[config.mk]
export PLATFORM = sky130hd
export DESIGN_NAME = loa_capture
export DESIGN_NICKNAME = d
export VERILOG_FILES = /design/src/rtl/loa_pkg.sv /design/src/rtl/loa_sample_ram.sv /design/src/rtl/loa_capture.sv
export SDC_FILE = /design/constraint.sdc
export NUM_CORES = 2
export LEC_CHECK = 0
export BUFFER_PORTS_ARGS = -buffer_cell sky130_fd_sc_hd__buf_2
export CAP_MARGIN = 20
export CELL_PAD_IN_SITES_DETAIL_PLACEMENT = 0
export CELL_PAD_IN_SITES_GLOBAL_PLACEMENT = 1
export CORE_UTILIZATION = 35
export DETAILED_ROUTE_END_ITERATION = 10
export GPL_ROUTABILITY_DRIVEN = 0
export PLACE_DENSITY = 0.66
export SLEW_MARGIN = 20
export SYNTH_ARGS = -nofsm -noshare
export SYNTH_HDL_FRONTEND = slang
export SYNTH_SLANG_ARGS = --single-unit
[constraint.sdc]
create_clock -name clk_50M -period 5.9 [get_ports clk_50M]
set_input_delay 1.475 -clock clk_50M [delete_from_list [all_inputs] [get_ports clk_50M]]
set_output_delay 1.475 -clock clk_50M [all_outputs]
set_load 0.005 [all_outputs]
[src/rtl/loa_pkg.sv]
// loa_pkg: shared logic-analyser types and default sizes
package loa_pkg;
  localparam int LOA_DW = 8;
  localparam int LOA_DEPTH = 256;
  typedef enum logic [1:0] {IDLE, ARMED, CAPTURE, READOUT} loa_state_t;
endpackage

[src/rtl/loa_sample_ram.sv]
// loa_sample_ram: simple dual-port sample store with registered, resettable read port
module loa_sample_ram #(
  parameter int DW = 8,
  parameter int AW = 8
)(
  input  logic          clk_50M,
  input  logic          rst,
  input  logic          we,
  input  logic [AW-1:0] waddr,
  input  logic [DW-1:0] wdata,
  input  logic          re,
  input  logic [AW-1:0] raddr,
  output logic [DW-1:0] rdata
);
  logic [DW-1:0] mem [0:(1<<AW)-1];
  always_ff @(posedge clk_50M) begin
    if (we) mem[waddr] <= wdata;
  end
  always_ff @(posedge clk_50M) begin
    if (rst) rdata <= '0;
    else if (re) rdata <= mem[raddr];
  end
endmodule

[src/rtl/loa_capture.sv]
// loa_capture: triggered sample capture into RAM with valid/ready readout
module loa_capture
  import loa_pkg::*;
#(
  parameter int DW = LOA_DW,
  parameter int DEPTH = LOA_DEPTH
)(
  input  logic          clk_50M,
  input  logic          rst,
  input  logic          samp_en,
  input  logic [DW-1:0] din,
  input  logic          arm,
  input  logic          abort,
  input  logic [DW-1:0] trig_mask,
  input  logic [DW-1:0] trig_val,
  output logic          rd_valid,
  input  logic          rd_ready,
  output logic [DW-1:0] rd_data,
  output logic          rd_last,
  output logic          busy,
  output logic          triggered,
  output logic          done
);
  localparam int AW = $clog2(DEPTH);
  localparam logic [AW-1:0] LAST = AW'(DEPTH - 1);
  loa_state_t state, state_nx;
  logic [DW-1:0] s1, s2;
  logic [AW-1:0] wptr, wptr_nx, waddr;
  logic [AW:0] rptr, rptr_nx;
  logic we, re, hit, accept, rv_nx, rl_nx, trig_nx, done_nx;
  assign busy = state != IDLE;
  assign hit = ((s2 ^ trig_val) & trig_mask) == '0;
  assign accept = rd_valid && rd_ready;
  always_comb begin
    state_nx = state;
    we = 1'b0;
    waddr = wptr;
    wptr_nx = wptr;
    re = 1'b0;
    rptr_nx = rptr;
    rv_nx = rd_valid;
    rl_nx = rd_last;
    trig_nx = triggered;
    done_nx = 1'b0;
    case (state)
      IDLE: state_nx = arm ? ARMED : IDLE;
      ARMED: if (samp_en && hit) begin
        we = 1'b1;
        waddr = '0;
        wptr_nx = AW'(1);
        trig_nx = 1'b1;
        state_nx = CAPTURE;
      end
      CAPTURE: if (samp_en) begin
        we = 1'b1;
        wptr_nx = wptr + 1'b1;
        if (wptr == LAST) begin
          state_nx = READOUT;
          rptr_nx = '0;
        end
      end
      default: begin
        if (accept) rv_nx = 1'b0;
        // RAM output only advances when the beat is empty or being taken, so a stall holds it
        if ((!rd_valid || rd_ready) && !rptr[AW]) begin
          re = 1'b1;
          rptr_nx = rptr + 1'b1;
          rv_nx = 1'b1;
          rl_nx = rptr[AW-1:0] == LAST;
        end
        if (accept && rd_last) begin
          state_nx = IDLE;
          rv_nx = 1'b0;
          rl_nx = 1'b0;
          trig_nx = 1'b0;
          done_nx = 1'b1;
        end
      end
    endcase
    if (abort || rst) begin
      state_nx = IDLE;
      we = 1'b0;
      re = 1'b0;
      rv_nx = 1'b0;
      rl_nx = 1'b0;
      trig_nx = 1'b0;
      done_nx = 1'b0;
    end
  end
  always_ff @(posedge clk_50M) begin
    if (rst) begin
      state <= IDLE;
      s1 <= '0;
      s2 <= '0;
      wptr <= '0;
      rptr <= '0;
      rd_valid <= 1'b0;
      rd_last <= 1'b0;
      triggered <= 1'b0;
      done <= 1'b0;
    end else begin
      state <= state_nx;
      s1 <= din;
      s2 <= s1;
      wptr <= wptr_nx;
      rptr <= rptr_nx;
      rd_valid <= rv_nx;
      rd_last <= rl_nx;
      triggered <= trig_nx;
      done <= done_nx;
    end
  end
  loa_sample_ram #(.DW(DW), .AW(AW)) u_ram (
    .clk_50M(clk_50M),
    .rst(rst),
    .we(we),
    .waddr(waddr),
    .wdata(s2),
    .re(re),
    .raddr(rptr[AW-1:0]),
    .rdata(rd_data)
  );
endmodule

==> impl_metrics.toml <==
[synthesis]
synth_warnings = 0
syn_avg_cell_area_um2 = 20.33
synth_top_area_share_pct = 74.99
synth_cell_types = 77
synth_edf_count = 2048
synth_top_cell_by_area = "edfxtp_1"
ys_ff_latch = 2095
yosysSeqAreaShare_pct = 76.14
syn_inst = 4034
syn_nets = 4070
ys_top_cells_by_area = "edfxtp_1, mux4_2, mux2i_1"
synth_area_um2 = 82010
synth_ff_type = "edfxtp_1"
synthArstFlopShare_pct = 0

[cts]
post-cts-setup-buffer-count = 0
cts_tree = "built"
max-clock-path-buffers = 3
clkSlewWorstSetupHoldPaths_ps = 70
cts_made_buffers = 204
clock_latency_ps = 860
numClockSinks = 2095
root_buffer = "clkbuf_16"
cts_htree_levels = 4
cts-resized-gates = 0
holdBufCountCts = 0

[global_route]
gr-total-overflow = 0
grt_max_degree = 92
grt_pass1_wl_um = 323300
antenna_found_initial = 16
grt_pass1_vias = 41647
grt_usage_pct = 19.32

[hold_path]
hold_depth = 1
hold_class = "flop to flop"

[setup_path]
crit_fanout = 38
arrival_ps = 5230
cp_cell_sequence = "buf_4, buf_4, mux4_2, a22o_1, a221oi_1, o22ai_1, nor3_1, or3_1, a41oi_2"
crit_slowest_cell = "dfxtp_4"
criticalPathCategory = "flop to flop"
critPathTopFamily = "flip-flops"
slowest_delay_ps = 1040
critPathLaunchType = "flop"
critPathBufInv = 2
regToRegSetupSlack_ps = 1400
rr_worst_depth = 9
path_depth = 9
crit_top_cell = "buf_4"
cp_data_required_time_ps = 6620
end_kind = "flop"

[power_and_ir_drop]
p_seq_share_pct = 53.1
combPwrFrac_pct = 4.8
ir_drop_v = 0.0003585
switching_share_pct = 21.33
p_leak_nw = 24.33
power_w = 0.03074
p_per_area_nw_per_um2 = 329.1
p_clk_share_pct = 42.1
switchingPower_w = 0.006555
intPower_w = 0.02418

[layout]
drive_gt1_share_pct = 24.41
finalNonFillerCells = 7603
post-route-util_pct = 40.13
seqCellArea_um2 = 62490
n_fill_cell = 20473
multi_input_area_um2 = 18050
area_growth_pct = 13.90
fin_nets = 4323

[sta]
finalSetupViolCount = 0
tns_ps = 0
slew_viol_final = 0
hold_viol_final = 0
fin_ws_ps = 1398
period_share_pct = 76.31
fin_skew_ps = 32.38
rsz0062_at_grt = "false"
fmax_mhz = 222.1
min_period_ps = 4502
relSlewSlack_pct = 26.91
worstMarginPinSlew_ps = 1093

[detailed_routing]
drc = 0
final_antenna_net_count = 0
avgRoutedWirePerCell_um = 30.31
first_pass_iters = 6
viasPerCell = 5.524
drtIter0Drc = 5381
totalWireLength_um = 230400
vias = 41997

[floorplan]
io_pins = 43
start_util_pct = 35.23
num_rows = 177
dieWidth_um = 486.1
die_area_um2 = 236300
core-area_um2 = 232800
die_h_um = 486.1

[placed_design]
place_ws_ps = 974.0
dp_hpwl_um = 143200
dp.cells = 7213
port_buffers = 42

[job]
drv_cap = 0

[outcome]
outcome = "completed"
==> power by group through the flow <==
stage | logic, W | clock network (W) | registers (W)
global route | 0.00155 | 0.0136 | 0.0163
floorplan | 0.00109 | 0 | 0.0167
CTS | 0.00149 | 0.0131 | 0.0163
detailed placement | 0.00149 | 0 | 0.0166
finish | 0.00147 | 0.0129 | 0.0163
global placement | 0.00148 | 0 | 0.0166
==> synthesized netlist by cell type (20+ instances only) <==
cell,count
a211oi_1,20
a21oi_1,80
a221oi_1,28
a22oi_1,71
buf_2,77
buf_4,23
buf_6,32
clkbuf_1,91
dfxtp_1,47
edfxtp_1,2048
mux2i_1,195
mux4_2,440
nand2_1,82
nand3_1,55
nand4_1,20
nor2_1,321
nor2b_1,39
nor3_1,28
o21ai_0,47
o221ai_1,25
o22ai_1,26
==> state kept, by name, summed over array words and instances (netlist names) <==
register and count:
done 1, rd_last 1, rd_valid 1, rptr 9, s1 8, s2 8
state 2, triggered 1, u_ram.mem 2048, u_ram.rdata 8, wptr 8
==> layout make-up <==
type,count,area share (%)
Sequential cell,2095,66.90
Multi-Input combinational cell,1681,19.32
Clock buffer,262,5.863
Tap cell,3132,4.195
Timing Repair Buffer,294,2.415
Clock inverter,122,1.246
Inverter,11,0.04554
Antenna cell,6,0.01607
==> cells in the final DEF (no fill, tap or decap), drive strengths merged, types with 15 or more instances in the layout <==
master	Yosys	routed
o221ai	25	25
a211oi	20	20
nor2b	39	39
nor3	28	28
a21oi	81	81
nor2	321	321
xor2	15	15
nand4	20	20
a22oi	71	71
mux4	450	450
clkinv	1	93
clkbuf	91	262
buf	156	294
edfxtp	2048	2048
nand3	55	55
a221oi	30	30
nand2	82	82
o22ai	26	26
bufinv	0	17
mux2i	195	195
o21ai	51	51
dfxtp	47	47
mux2	16	16
==> layer usage <==
metal	up-vias	track usage [%]	wire, um
met5	-	0	12
met4	2	6.411	7421
met3	327	3.822	19950
met2	2086	30.36	108600
met1	22362	26.88	94460
li1	17220	-	-
==> worst reg2reg max path, cell delays in order (launching register included) <==
cell and delay, ps:
dfxtp_4 1040, buf_4 570, buf_4 440, mux4_2 580, a22o_1 240, a221oi_1 250
o22ai_1 210, nor3_1 470, or3_1 420, a41oi_2 160
==> per-stage QoR <==
step | hold WS [ps] | area, um^2
after floorplan | 413.7 | 82020
after global placement | 432.4 | 86740
after detailed placement | 422.2 | 86750
after CTS | 423.8 | 93390
after global routing | 437.5 | 93400
final | 437.2 | 93410
==> worst paths after layout <==
path,to,from
worst min register to register,s2[0]$_SDFF_PP0_,s1[0]$_SDFF_PP0_
worst min-delay path,s2[0]$_SDFF_PP0_,s1[0]$_SDFF_PP0_
worst max-delay path,u_ram.rdata[1]$_SDFFE_PP0P_,rptr[0]$_SDFFE_PP0P_
worst max register to register,u_ram.rdata[1]$_SDFFE_PP0P_,rptr[0]$_SDFFE_PP0P_
==> kinds of logic after synthesis <==
group           after synthesis  share of synthesized area, %
flops                      2095                         76.14
mux                         661                         15.00
simple gates                610                         3.347
compound gates              388                         3.306
buf+inv                     258                         1.945
xor+xnor                     16                        0.1709
fa+ha+maj                     6                       0.09154
No activity file was read; power rests on OpenSTA's default activity.
